## src/rtl/exu_cdb_buf_pkg.sv

```systemverilog
// Shared core definitions for the execution-unit result buffers that sit in
// front of the CDB arbiter.
package exu_cdb_buf_pkg;

  // Default widths of the destination physical tag and the ROB index.
  localparam int CDB_TAG_W  = 4;
  localparam int CDB_ID_W   = 4;
  localparam int CDB_DATA_W = 32;

  // One buffered result as it will appear on the CDB.
  typedef struct packed {
    logic [CDB_TAG_W-1:0]  tag;
    logic [CDB_DATA_W-1:0] wdata;
    logic [CDB_ID_W-1:0]   inst_id;
  } cdb_entry_t;

  // Bundle a result payload into a CDB entry.
  function automatic cdb_entry_t make_entry(
    input logic [CDB_TAG_W-1:0]  tag,
    input logic [CDB_DATA_W-1:0] wdata,
    input logic [CDB_ID_W-1:0]   inst_id
  );
    cdb_entry_t e;
    e.tag     = tag;
    e.wdata   = wdata;
    e.inst_id = inst_id;
    return e;
  endfunction

endpackage

```

## src/rtl/exu_cdb_buf.sv

```systemverilog
// Result buffer between one execution unit (ALU/MDU/LSU/JMP) and the CDB
// arbiter. A small FIFO: results enter from the unit, the head is offered to
// the arbiter on req and leaves when the arbiter grants it with rdy.
// TAG_W/ID_W must stay equal to the package widths, since storage is built
// from the shared cdb_entry_t.
module exu_cdb_buf
  import exu_cdb_buf_pkg::*;
#(
  parameter int DEPTH = 4,
  parameter int TAG_W = CDB_TAG_W,
  parameter int ID_W  = CDB_ID_W
) (
  input  logic                       clk,
  input  logic                       rst,
  input  logic                       flush,
  // execution unit side
  input  logic                       in_valid,
  output logic                       in_rdy,
  input  logic [TAG_W-1:0]           in_tag,
  input  logic [31:0]                in_wdata,
  input  logic [ID_W-1:0]            in_inst_id,
  // CDB arbiter side (exu end of exu2cdb_itf)
  output logic                       req,
  input  logic                       rdy,
  output logic [TAG_W-1:0]           tag,
  output logic [31:0]                wdata,
  output logic [ID_W-1:0]            inst_id,
  // occupancy for debug / perf counters
  output logic [$clog2(DEPTH):0]     count
);

  localparam int PTR_W = $clog2(DEPTH);
  localparam int CNT_W = PTR_W + 1;

  cdb_entry_t       mem [DEPTH];
  logic [PTR_W-1:0] rd_ptr;
  logic [PTR_W-1:0] wr_ptr;
  logic [CNT_W-1:0] cnt;

  logic do_push;
  logic do_pop;

  // Full/empty come from the occupancy counter; in_rdy never looks at rdy,
  // so a full buffer does not accept even when the head is leaving.
  assign in_rdy  = (cnt < CNT_W'(DEPTH));
  assign req     = (cnt != '0);
  assign do_push = in_valid && in_rdy && !flush;
  assign do_pop  = req && rdy && !flush;
  assign count   = cnt;

  // Head payload straight from storage; stale while req is low.
  assign tag     = mem[rd_ptr].tag;
  assign wdata   = mem[rd_ptr].wdata;
  assign inst_id = mem[rd_ptr].inst_id;

  // Payload storage, deliberately without reset.
  always_ff @(posedge clk) begin
    if (do_push) begin
      mem[wr_ptr] <= make_entry(in_tag, in_wdata, in_inst_id);
    end
  end

  // Pointers and occupancy; flush wins over push and pop. Pointers wrap
  // naturally because DEPTH is a power of two.
  always_ff @(posedge clk or posedge rst) begin
    if (rst) begin
      rd_ptr <= '0;
      wr_ptr <= '0;
      cnt    <= '0;
    end else if (flush) begin
      rd_ptr <= '0;
      wr_ptr <= '0;
      cnt    <= '0;
    end else begin
      if (do_push) begin
        wr_ptr <= wr_ptr + PTR_W'(1);
      end
      if (do_pop) begin
        rd_ptr <= rd_ptr + PTR_W'(1);
      end
      case ({do_push, do_pop})
        2'b10:   cnt <= cnt + CNT_W'(1);
        2'b01:   cnt <= cnt - CNT_W'(1);
        default: cnt <= cnt;
      endcase
    end
  end

endmodule

```

## config.mk

```make
export PLATFORM = sky130hd
export DESIGN_NAME = exu_cdb_buf
export DESIGN_NICKNAME = d
export VERILOG_FILES = /design/src/rtl/exu_cdb_buf_pkg.sv /design/src/rtl/exu_cdb_buf.sv
export SDC_FILE = /design/constraint.sdc
export NUM_CORES = 1
export LEC_CHECK = 0
export BUFFER_PORTS_ARGS = -buffer_cell sky130_fd_sc_hd__buf_2
export CAP_MARGIN = 20
export CORE_ASPECT_RATIO = 1.25
export CORE_MARGIN = 1.5
export CORE_UTILIZATION = 51
export CTS_CLUSTER_SIZE = 30
export DETAILED_ROUTE_END_ITERATION = 16
export GPL_TIMING_DRIVEN = 0
export MAX_ROUTING_LAYER = met4
export PLACE_DENSITY = 0.71
export SYNTH_ARGS = -nofsm -noshare
export SYNTH_HDL_FRONTEND = slang
export SYNTH_SLANG_ARGS = --single-unit
```

## constraint.sdc

```tcl
create_clock -name clk -period 2.1 [get_ports clk]
set_input_delay 0.315 -clock clk [delete_from_list [all_inputs] [get_ports clk]]
set_output_delay 0.315 -clock clk [all_outputs]
set_load 0.02 [all_outputs]
```

* Word-level counts from Yosys, hierarchy flattened *
Memory sizes are Yosys's and may differ from the RTL's.
Index checks and enable logic that the tools add are counted.

cells by class
  magnitude comparators = 1
  reductions and logical operators = 9
  div/mod/pow operators = 0
  multiplexer cells = 8
  eq/ne operators = 2
  $add $sub $neg = 4
  shifts and indexed selects = 0
  bitwise gates (word level) = 0
  multiply operators = 0

operator list
  kind                   count
  $mux W2                4
  $pmux W3 S2            1
  $reduce_bool A3 Y1     2
  $add A2 B1 Y2 const B  2
  $logic_and A1 B1 Y1    4
  $reduce_bool A2 Y1     2
  $add A3 B1 Y3 const B  1
  $lt A3 B3 Y1 const B   1
  $mux W3                1
  $sub A3 B1 Y3 const B  1
  $eq A2 B1 Y1 const B   1
  $eq A2 B2 Y1 const B   1
  $mux W1                2
  $logic_not A1 Y1       1

storage, ports and cells
  input bits = 45
  logic and storage cells = 28
  register bits after elaboration = 7
  latch bits = 0
  memories = 1
  memory bits (read-only) = 0
  bits in writable memories = 160

memories
  memory  words  width  rd ports  clocked after Yosys merged registers in  wr ports  line               source
  mem     4      40     1         0                                        1         exu_cdb_buf.sv:35  cdb_entry_t mem [DEPTH];

* Longest topological paths before layout *
Gate-level depths: netlist of run 1.

  depth after elaboration = 6
  mapped depth = 9

* Worst setup path after synthesis of run 1 *
No wires, ideal clock.

  path type = reg2reg
  start point = register cnt[2] (netlist: count[2])
  end point = memory mem[0][0] in the netlist's numbering (enable)
  path slack = -0.275 ns
  buffers on the path = 1
  cell stages (with the launch flop) = 5
  library setup time = 0.401 ns
  clock period less this slack = 2.375 ns
  data arrival time = 1.974 ns
  cells stage by stage = dfrtp_1 nor2b_2 buf_6 nor2b_1 and2_1

between the ends
  longest elaborated chain between the ends = 5

RTL lines
  what                               line               source
  start, declared                    exu_cdb_buf.sv:38  logic [CNT_W-1:0] cnt;
  start signal, assigned             exu_cdb_buf.sv:82  2'b10: cnt <= cnt + CNT_W'(1);
  start signal, assigned             exu_cdb_buf.sv:83  2'b01: cnt <= cnt - CNT_W'(1);
  start signal, assigned             exu_cdb_buf.sv:84  default: cnt <= cnt;
  $lt A3 B3 Y1                       exu_cdb_buf.sv:45  assign in_rdy = (cnt < CNT_W'(DEPTH));
  $logic_and A1 B1 Y1 (2 in series)  exu_cdb_buf.sv:47  assign do_push = in_valid && in_rdy && !flush;
  $mux W1                            exu_cdb_buf.sv:58  if (do_push) begin
  $mux W1 (not written as such)      exu_cdb_buf.sv:59  mem[wr_ptr] <= make_entry(in_tag, in_wdata, in_inst_id);
  end, declared                      exu_cdb_buf.sv:35

No other way between the ends.

* Worst setup path after layout of run 1 *
  start point = register rd_ptr[0]
  end point = output port wdata[12]

between the ends
  longest elaborated chain between the ends = 1

RTL lines
  what                    line               source
  start, declared         exu_cdb_buf.sv:36  logic [PTR_W-1:0] rd_ptr;
  start signal, assigned  exu_cdb_buf.sv:79  rd_ptr <= rd_ptr + PTR_W'(1);
  $mem_v2 Z4 W40          --
  end, declared           exu_cdb_buf.sv:26  output logic [31:0] wdata,

No other way between the ends.

==> metrics.md, run 1 <==
| Metric | Value |
|---|---|
| Status | `finished with violations` |
| Failing checks | `setup timing` |
| Pwr per Cell Area | `a little under 1000 nW/µm²` |
| H-tree depth | `4` |
| Setup Viol. Count Final | `1` |
| Starting Density | `52.3%` |
| Critical path's largest stage delay | `just over 0.5 ns` |
| DIE WIDTH | `approximately 100 µm` |
| Yosys Warn Count | `0` |
| Hold Crit Start | `in_wdata[26]` |
| Largest net degree at the start of global routing | `30` |
| Pre-antenna DRT Iters | `4` |
| ANT nets after route | `0` |
| Routed wl met3 | `approximately 450 µm` |
| CTS buffer count | `17` |
| Final WL | `10.9 mm` |
| Critical path's slowest cell | `mux4_2` |
| NumNets Final | `443` |
| Met2 routed WL | `roughly 6 mm` |
| EDFF count, synth | `160` |
| N_diodes | `0` |
| WP buf/inv | `3` |
| Worst setup path start | `rd_ptr[0]$_DFFE_PP0P_` |
| Die area | `about 13000 µm²` |
| Drt drc | `0` |
| Gr usage total | `between 10% and 20%` |
| Crit start category | `register` |
| Routability congestion estimate | `0.736` |
| Worst hold path type | `input port to register` |
| Post-placement cell area | `roughly 7000 µm²` |
| Critical-path cell list | `buf_12 -> buf_12 -> mux4_2 -> buf_2` |
| Highest Signal Layer | `met4` |
| Core Region | `12100 µm²` |
| Final worst path period share | `100%` |
| Setup_tns | `-0.00113 ns` |
| Endpoint class of the critical path | `output port` |
| WL met1 | `about 4.4 mm` |
| Final worst slack | `-0.00113 ns` |
| Post-Synthesis Cells | `270` |
| Layout cell share with drive strength beyond 1 | `about 49%` |
| Vias/cell | `5.26` |
| Critical path class | `register to output port` |
| Root Buffer | `clkbuf_16` |
| Unrepaired setup endpoints after global routing | `true` |
| Vias | `3000` |
| I/O pins | `90` |
| Row count | `45` |
| Post-synth ARST share | `under 10%` |
| Maximum clock rate | `between 0.4 and 0.5 GHz` |
| Slew margin rel. | `between 60% and 70%` |
| Routed length per instance | `19.2 µm` |
| HPWL after DPL | `6.72 mm` |
| Peak VDD IR | `595 µV` |
| Number of global-route vias before repair | `3104` |
| Worst Path Max Fanout | `10` |
| Final hold violations | `0` |
| CTS sink count | `167` |
| Req. time, crit path | `1.78 ns` |
| Clock Path Buffers | `2` |
| Clock Skew | `0.00706 ns` |
| Avg Inst Size Synth | `approximately 23 µm²` |
| RR Startpoint | `count[1]$_DFFE_PP0P_` |
| Most used cell, CP | `buf_12` |
| Layout Area Growth over Synthesis | `25.6%` |
| Worst-Skew Late Latency | `about 0.42 ns` |
| Delay-heaviest family, CP | `multiplexers` |
| Fin. max-slew vios | `0` |
| Top FF cell, synth | `edfxtp_1` |
| Mapped Area | `between 6000 and 7000 µm²` |
| CP Data Arrival Time | `approximately 1.8 ns` |
| Register area share after synthesis | `about four fifths` |
| First-pass GRT wire length | `around 17 mm` |
| Final min period | `2.10 ns` |
| Chip height | `between 100 and 150 µm` |
| CTS tree | `done` |
| Initial antenna violation count | `0` |
| Lkg Pwr | `about 2.7 nW` |
| Fillers | `between 800 and 900` |
| Max Cap Viol | `0` |
| Drt initial violations | `between 100 and 150` |
| Buffers on Ports | `approximately 90` |
| Count of cell types in the netlist | `30` |
| Core Util, Final | `roughly two thirds` |
| Remaining Overflow, GRT | `0` |
| Worst Tran Pin Value | `about 0.49 ns` |
| Syn_nets | `320` |
| Clock-pin slew on the worst setup and hold paths | `about 0.060 ns` |
| #FFs+latches synth | `~170` |
| Fin area | `between 7000 and 8000 µm²` |
worst paths after layout:
check	endpoint	slack, ns	cells after the start
max	wdata[12]	-0.001	4
min	mem[3][30]$_DFFE_PP_	0.11	1
max reg2reg	count[2]$_DFFE_PP0P_	-0.001	8
min reg2reg	wr_ptr[0]$_DFFE_PP0P_	0.64	2
max in group asynchronous	count[1]$_DFFE_PP0P_	1.48	3
min in group asynchronous	wr_ptr[0]$_DFFE_PP0P_	0.37	3
synthesized netlist by cell type, types with 3 or more instances:
cell type  instances  share of area, %
a21oi_1            4              0.32
inv_1              4              0.24
buf_6              6               1.1
dfrtp_1            7               2.8
o21ai_0            3              0.24
edfxtp_1         160                76
ha_1               4              0.79
buf_2              5              0.40
nor2_1             7              0.42
and2_1             4              0.40
mux4_2            40                14
through the flow:
stage	power (mW)	hold WS [ns]	setup slack [ns]	cells
6_report	7.91	0.110	-0.00113	570
5_1_grt	8.21	0.0970	-0.128	570
2_1_floorplan	4.61	0.118	0.00236	270
3_3_place_gp	4.92	0.261	-0.251	522
4_1_cts	7.80	0.0991	-0.0637	562
3_5_place_dp	4.96	0.270	-0.106	526
metal layers:
layer | vias to the layer above | track usage (%)
met1 | 1532 | 23.8
met2 | 77 | 28.9
met3 | 12 | 4.98
li1 | 1379 | -
met5 | - | -
met4 | 0 | 7.57
area by class of cell:
| cell class | count | area [µm²] | share of cell area (%) |
|---|---|---|---|
| clock inverter | 14 | 111 | 1.40 |
| timing repair buffer | 106 | 771 | 9.70 |
| clock buffer | 18 | 429 | 5.40 |
| multi-input combinational | 85 | 1280 | 16.1 |
| inverter | 4 | 15.0 | 0.189 |
| buffer | 12 | 154 | 1.94 |
| tap | 164 | 205 | 2.58 |
| sequential | 167 | 4980 | 62.7 |
placed cells by master (no fill, tap or decap), types with 3 or more instances in the layout:
master / count
a21oi_1: 4
and2_4: 4
buf_12: 8
buf_2: 73
buf_4: 14
buf_6: 18
clkbuf_16: 19
clkinv_1: 5
clkinv_4: 4
clkinvlp_4: 3
dfrtp_1: 4
dfrtp_2: 3
edfxtp_1: 160
ha_1: 4
inv_1: 4
mux4_2: 40
nor2_1: 7
o21ai_0: 3
sequential cells by signal, indices dropped and copies added, names as in the netlist:
register and count:
rd_ptr 2, wr_ptr 2, count 3, mem 160
repair_timing:
action,CTS,global route
hold endpoints to repair,7,0
gates resized for setup,15,49
pin swaps,1,6
hold buffers,1,0
setup endpoints to repair,107,69
buffers inserted,3,8
gates cloned,0,2
logic make-up after synthesis:
logic type,Yosys count,synth area share (%)
DFF,167,78.7
muxes,42,14.5
and+or+nand+nor,24,2.13
buffers and inverters,18,1.94
AOI/OAI and AO/OA,10,1.05
adders and majority gates,5,1.11
xor gates and xnor gates,4,0.554
power breakdown:
part,total [mW],switching (mW),internal [mW],leakage (nW)
sequential,3.82,0.0407,3.78,1.54
clock,2.81,1.20,1.61,0.253
combinational,1.28,0.633,0.646,0.939
total,7.91,1.87,6.04,2.73
Note: power is estimated with default switching activity, not from simulation.
==> inputs of run 2 (changes only) <==
--- a/config.mk
+++ b/config.mk
@@ -7,14 +7,16 @@
 export LEC_CHECK = 0
 export BUFFER_PORTS_ARGS = -buffer_cell sky130_fd_sc_hd__buf_2
 export CAP_MARGIN = 20
+export CELL_PAD_IN_SITES_DETAIL_PLACEMENT = 1
+export CELL_PAD_IN_SITES_GLOBAL_PLACEMENT = 1
 export CORE_ASPECT_RATIO = 1.25
 export CORE_MARGIN = 1.5
-export CORE_UTILIZATION = 51
+export CORE_UTILIZATION = 45
 export CTS_CLUSTER_SIZE = 30
 export DETAILED_ROUTE_END_ITERATION = 16
 export GPL_TIMING_DRIVEN = 0
 export MAX_ROUTING_LAYER = met4
-export PLACE_DENSITY = 0.71
+export PLACE_DENSITY = 0.86
 export SYNTH_ARGS = -nofsm -noshare
 export SYNTH_HDL_FRONTEND = slang
 export SYNTH_SLANG_ARGS = --single-unit
==> run 2 against run 1 <==
  * The flow still finishes with violations (setup timing)
  * Clock skew increased by 0.0059 ns
  * Fmax decreased by 3.9%
  * Routed wire length increased by 15%
  * Sequential power about the same
  * Cell count increased by 2.5%
  * Via count increased by 2.8%
  * Critical endpoint is now wdata[5]
  * Largest power group unchanged
  * Highest routed layer unchanged
==> metrics.md, run 2 (synthesis gave the netlist of run 1 again) <==
| Metric | Value |
|---|---|
| N_diodes | `0 (unchanged)` |
| FF-to-FF path depth | `8 (unchanged)` |
| Setup_tns | `-0.412 ns (was -0.00113 ns)` |
| Most used cell, CP | `buf_12 (unchanged)` |
| CTS sink count | `167 (unchanged)` |
| NumNets Final | `446 (was 443)` |
| Routability congestion estimate | `0.700 (was 0.736)` |
| Final hold slack | `0.111 ns (was 0.110 ns)` |
| Layout cell share with drive strength beyond 1 | `50.9% (was 48.8%)` |
| Routed length per instance | `21.5 µm (was 19.2 µm)` |
| Lkg Pwr | `2.83 nW (was 2.73 nW)` |
| Final min period | `2.19 ns (was 2.10 ns)` |
| First-pass GRT wire length | `19.6 mm (was 16.7 mm)` |
| H-tree depth | `4 (unchanged)` |
| HPWL after DPL | `7.31 mm (was 6.72 mm)` |
| Final worst slack | `-0.0855 ns (was -0.00113 ns)` |
| Starting Density | `46.0% (was 52.3%)` |
| Failing checks | `setup timing (unchanged)` |
| Vias | `3085 (was 3000)` |
| Fillers | `1171 (was 802)` |
| Row count | `48 (was 45)` |
| Remaining Overflow, GRT | `0 (unchanged)` |
| Delay-heaviest family, CP | `buffers and inverters (was multiplexers)` |
| Initial antenna violation count | `0 (unchanged)` |
| Peak VDD IR | `518 µV (was 595 µV)` |
| Most flops, register | `mem (unchanged)` |
| Fin. max-slew vios | `0 (unchanged)` |
| Worst Path Max Fanout | `5 (was 10)` |
| Unrepaired setup endpoints after global routing | `true (unchanged)` |
| Drt drc | `0 (unchanged)` |
| Status | `finished with violations (unchanged)` |
| Clock Skew | `0.0129 ns (was 0.00706 ns)` |
| Critical path class | `register to output port (unchanged)` |
| Max Cap Viol | `0 (unchanged)` |
| Max FFs per register | `160 (unchanged)` |
| Fin cells | `584 (was 570)` |
| Worst path depth | `5 (was 4)` |
| Buffers on Ports | `88 (unchanged)` |
| Slew margin rel. | `57.6% (was 67.4%)` |
| Worst-Skew Late Latency | `0.42 ns (about the same)` |
| Number of global-route vias before repair | `3440 (was 3104)` |
| Root Buffer | `clkbuf_16 (unchanged)` |
| Most frequent cells in the layout | `160 x edfxtp_1, 49 x buf_2, 43 x buf_6 (was 160 x edfxtp_1, 73 x buf_2, 40 x mux4_2)` |
| Critical path's slowest cell | `mux4_2 (unchanged)` |
| Final Power | `8.46 mW (was 7.91 mW)` |
| Vias/cell | `5.28 (was 5.26)` |
| Chip height | `136 µm (was 128 µm)` |
| Placed Cells | `533 (was 526)` |
| CTS buffer count | `17 (unchanged)` |
| Req. time, crit path | `1.78 ns (about the same)` |
| Commonest non-fill, non-tap cell in the layout | `edfxtp_1 (unchanged)` |
| Drt initial violations | `120 (was 125)` |
| Worst reg-to-reg setup slack | `-0.04 ns (was -0.001 ns)` |
| Final hold violations | `0 (unchanged)` |
| Worst Tran Pin Value | `0.636 ns (was 0.489 ns)` |
| I/O pins | `90 (unchanged)` |
| Gr usage total | `19.2% (was 18.7%)` |
| Core Region | `13800 µm² (was 12100 µm²)` |
| Final WL | `12.6 mm (was 10.9 mm)` |
| CP Data Arrival Time | `1.87 ns (was 1.79 ns)` |
| DIE WIDTH | `109 µm (was 103 µm)` |
| CTS tree | `done (unchanged)` |
| Clock Path Buffers | `2 (unchanged)` |
| Layout Area Growth over Synthesis | `29.8% (was 25.6%)` |
| Die area | `14800 µm² (was 13100 µm²)` |
| Maximum clock rate | `0.458 GHz (was 0.476 GHz)` |
| ANT nets after route | `0 (unchanged)` |
| Worst Hold Path Cells | `1 (unchanged)` |
| Endpoint class of the critical path | `output port (unchanged)` |
| WP buf/inv | `4 (was 3)` |
| Pwr per Cell Area | `1030 nW/µm² (was 995 nW/µm²)` |
| Final worst path period share | `104% (was 100%)` |
| Critical path's largest stage delay | `0.52 ns (was 0.51 ns)` |
| Largest net degree at the start of global routing | `41 (was 30)` |
| Critical-path cell list | `clkbuf_16 -> buf_12 -> buf_12 -> mux4_2 -> buf_6 (was buf_12 -> buf_12 -> mux4_2 -> buf_2)` |
| Crit start category | `register (unchanged)` |
| Clock-pin slew on the worst setup and hold paths | `0.06 ns (about the same)` |
| Pre-antenna DRT Iters | `6 (was 4)` |
| Worst hold path type | `input port to register (unchanged)` |
| Setup Viol. Count Final | `6 (was 1)` |
-- run 2: stage by stage --
stage,instance area [µm²],utilization [%],setup WS (ns)
after floorplan,6340,-,0.00236
after global placement,7000,50.9,-0.213
after detailed placement,7000,50.9,-0.341
after CTS,8130,59.1,-0.242
after global routing,8220,59.7,-0.152
final,8220,59.7,-0.0855
-- run 2: area by class of cell --
type	count	area (µm²)	area share, %
Inverter	4	15.0	0.183
Tap cell	175	219	2.67
Multi-Input combinational cell	85	1280	15.5
Timing Repair Buffer	110	987	12.0
Clock buffer	18	429	5.22
Clock inverter	14	170	2.07
Sequential cell	167	4980	60.7
Buffer	11	134	1.63
-- run 2: power breakdown --
part | switching (mW) | total (mW) | leakage, nW | internal, mW
Clock | 1.28 | 3.16 | 0.286 | 1.88
Sequential | 0.0536 | 3.83 | 1.54 | 3.78
Combinational | 0.682 | 1.47 | 1.00 | 0.789
-- run 2: final timing paths --
kind	endpoint	from
worst max-delay path	wdata[5]	rd_ptr[0]$_DFFE_PP0P_
worst min-delay path	mem[3][38]$_DFFE_PP_	in_tag[2]
worst max register to register	count[2]$_DFFE_PP0P_	count[0]$_DFFE_PP0P_
worst min register to register	wr_ptr[0]$_DFFE_PP0P_	wr_ptr[0]$_DFFE_PP0P_
max in group asynchronous	rd_ptr[0]$_DFFE_PP0P_	rst
min in group asynchronous	count[2]$_DFFE_PP0P_	rst
-- run 2: timing repair --
item / 4_1_cts / 5_1_grt
setup endpoints to repair: 200 / 44
gates resized for setup: 79 / 45
hold buffers: 1 / 0
gates cloned: 5 / 0
pin swaps: 5 / 4
endpoints found under the hold margin: 7 / 0
setup buffers: 14 / 4
-- run 2: metal layers --
| layer | vias to the layer above | routed length (µm) | GRT usage [%] |
|---|---|---|---|
| li1 | 1375 | - | - |
| met1 | 1615 | 5040 | 23.6 |
| met2 | 79 | 6950 | 31.8 |
| met3 | 16 | 443 | 3.75 |
| met4 | 0 | 148 | 6.87 |
| met5 | - | 0 | - |
==> inputs of run 3 (changes only) <==
--- a/config.mk
+++ b/config.mk
@@ -15,6 +15,7 @@
 export CTS_CLUSTER_SIZE = 30
 export DETAILED_ROUTE_END_ITERATION = 16
 export GPL_TIMING_DRIVEN = 0
+export HOLD_SLACK_MARGIN = 0.12
 export MAX_ROUTING_LAYER = met4
 export PLACE_DENSITY = 0.86
 export SYNTH_ARGS = -nofsm -noshare
==> run 3 against run 2 <==
  * The flow still finishes with violations (setup timing)
  * Clock skew grew 0.00087 ns
  * Total power grew 0.97%
  * Clock-buffer cell count is the same
  * Highest routed layer unchanged
  * First-iteration DRC count grew 39%
  * Critical path type unchanged
  * Combinational power grew 5%
  * Die area is the same
  * Via count grew 6.5%
  * Sequential power is essentially flat
==> metrics.md, run 3 (synthesis gave the netlist of run 1 again) <==
| Metric | Value |
|---|---|
| Setup Viol. Count Final | `48 (was 6)` |
| Final Power | `8.55 mW (was 8.46 mW)` |
| Commonest non-fill, non-tap cell in the layout | `edfxtp_1 (unchanged)` |
| Failing checks | `setup timing (unchanged)` |
| Core Region | `13800 µm² (unchanged)` |
| Max Cap Viol | `0 (unchanged)` |
| Fillers | `1185 (was 1171)` |
| Remaining Overflow, GRT | `0 (unchanged)` |
| CP Data Arrival Time | `1.87 ns (about the same)` |
| Req. time, crit path | `1.78 ns (about the same)` |
| Vias | `3285 (was 3085)` |
| CTS buffer count | `17 (unchanged)` |
| Routed length per instance | `21.5 µm (about the same)` |
| Chip height | `136 µm (unchanged)` |
| Root Buffer | `clkbuf_16 (unchanged)` |
| Worst-Skew Late Latency | `0.42 ns (about the same)` |
| Clock Path Buffers | `2 (unchanged)` |
| Status | `finished with violations (unchanged)` |
| Fin. max-slew vios | `0 (unchanged)` |
| Gr usage total | `20.1% (was 19.2%)` |
| Largest net degree at the start of global routing | `41 (unchanged)` |
| NumNets Final | `486 (was 446)` |
| Routability congestion estimate | `0.700 (unchanged)` |
| Peak VDD IR | `517 µV (was 518 µV)` |
| Starting Density | `46.0% (unchanged)` |
| H-tree depth | `4 (unchanged)` |
| Lkg Pwr | `3.00 nW (was 2.83 nW)` |
| Clock Skew | `0.0138 ns (was 0.0129 ns)` |
| Final hold slack | `0.131 ns (was 0.111 ns)` |
| Final hold violations | `0 (unchanged)` |
| CTS tree | `done (unchanged)` |
| Crit start category | `register (unchanged)` |
| Core Util, Final | `62.6% (was 59.7%)` |
| I/O pins | `90 (unchanged)` |
| Initial antenna violation count | `0 (unchanged)` |
| Endpoint class of the critical path | `output port (unchanged)` |
| Most frequent cells in the layout | `160 x edfxtp_1, 49 x buf_2, 43 x buf_6 (unchanged)` |
| Final WL | `13.5 mm (was 12.6 mm)` |
| Vias/cell | `5.26 (was 5.28)` |
| DIE WIDTH | `109 µm (unchanged)` |
| CTS sink count | `167 (unchanged)` |
| Buffers on Ports | `88 (unchanged)` |
| Drt initial violations | `167 (was 120)` |
| First-pass GRT wire length | `20.4 mm (was 19.6 mm)` |
| Maximum clock rate | `0.457 GHz (was 0.458 GHz)` |
| HPWL after DPL | `7.31 mm (unchanged)` |
| Slew margin rel. | `57.0% (was 57.6%)` |
| Critical path class | `register to output port (unchanged)` |
| Row count | `48 (unchanged)` |
| Layout cell share with drive strength beyond 1 | `47.2% (was 50.9%)` |
| Final worst slack | `-0.0895 ns (was -0.0855 ns)` |
| Worst Tran Pin Value | `0.645 ns (was 0.636 ns)` |
| Worst hold path type | `input port to register (unchanged)` |
| Most flops, register | `mem (unchanged)` |
| Worst Path Max Fanout | `5 (unchanged)` |
| Pwr per Cell Area | `993 nW/µm² (was 1030 nW/µm²)` |
| Pre-antenna DRT Iters | `7 (was 6)` |
| Max FFs per register | `160 (unchanged)` |
| Die area | `14800 µm² (unchanged)` |
| Unrepaired setup endpoints after global routing | `true (unchanged)` |
| ANT nets after route | `0 (unchanged)` |
| Layout Area Growth over Synthesis | `36.0% (was 29.8%)` |
| Final worst path period share | `104% (about the same)` |
| Final min period | `2.19 ns (about the same)` |
| Clock-pin slew on the worst setup and hold paths | `0.07 ns (was 0.06 ns)` |
| Number of global-route vias before repair | `3629 (was 3440)` |
| Drt drc | `0 (unchanged)` |
==> run 3: cell count changes in the layout (fill, tap and decap cells not counted), sizes merged <==
cell,previous run,this run
dlygate4sd3,1,37
buf,118,122
diode,0,1
==> run 3: final cells by class <==
type / count / area [µm²] / area share, %
Clock inverter: 14 / 170 / 1.98
Antenna cell: 1 / 2.50 / 0.0291
Clock buffer: 18 / 429 / 4.99
Buffer: 11 / 134 / 1.56
Timing Repair Buffer: 150 / 1380 / 16.0
Multi-Input combinational cell: 85 / 1270 / 14.8
Sequential cell: 167 / 4980 / 57.9
Tap cell: 175 / 219 / 2.54
Inverter: 4 / 15.0 / 0.174
==> run 3: repair_timing <==
item / 4_1_cts / 5_1_grt
hold buffers: 36 / 1
endpoints found under the hold margin: 142 / 4
cloned: 5 / 0
endpoints found under the setup margin: 200 / 65
resized for setup: 79 / 44
buffers inserted: 14 / 8
pin swaps: 5 / 6
==> run 3: final timing paths <==
check	from	to	slack, ns	depth (start not counted)
worst min register to register	wr_ptr[0]$_DFFE_PP0P_	wr_ptr[0]$_DFFE_PP0P_	0.63	2
worst max register to register	count[2]$_DFFE_PP0P_	count[2]$_DFFE_PP0P_	-0.08	9
worst max-delay path	rd_ptr[0]$_DFFE_PP0P_	inst_id[3]	-0.09	5
min in group asynchronous	rst	count[2]$_DFFE_PP0P_	0.37	3
max in group asynchronous	rst	rd_ptr[0]$_DFFE_PP0P_	1.46	3
worst min-delay path	in_wdata[5]	mem[1][9]$_DFFE_PP_	0.13	1
==> run 3: power breakdown <==
part | switching (mW) | internal (mW)
registers | 0.0546 | 3.78
logic | 0.705 | 0.839
clock network | 1.29 | 1.88
total | 2.05 | 6.50
==> run 3: critical path: stages (launching register included) <==
cell and delay (ns):
dfrtp_2 0.41, clkbuf_16 0.17, buf_12 0.10, buf_12 0.11
mux4_2 0.52, buf_6 0.15
==> run 3: through the flow <==
step | instance area, µm² | setup TNS, ns | instances | worst slack (ns)
detailed placement | 7000 | -49.73 | 533 | -0.341
global route | 8600 | -7.55 | 624 | -0.162
global placement | 7000 | -32.93 | 533 | -0.213
finish | 8610 | -1.30 | 625 | -0.0895
CTS | 8480 | -29.71 | 619 | -0.242
floorplan | 6340 | 0 | 270 | 0.00236
==> run 3: layer usage <==
layer / track usage (%) / part of all wire, % / vias up
li1: - / - / 1457
met1: 24.3 / 41 / 1736
met2: 33.4 / 55 / 77
met3: 3.94 / 2.8 / 15
met4: 7.53 / 1.3 / 0
met5: - / 0 / -
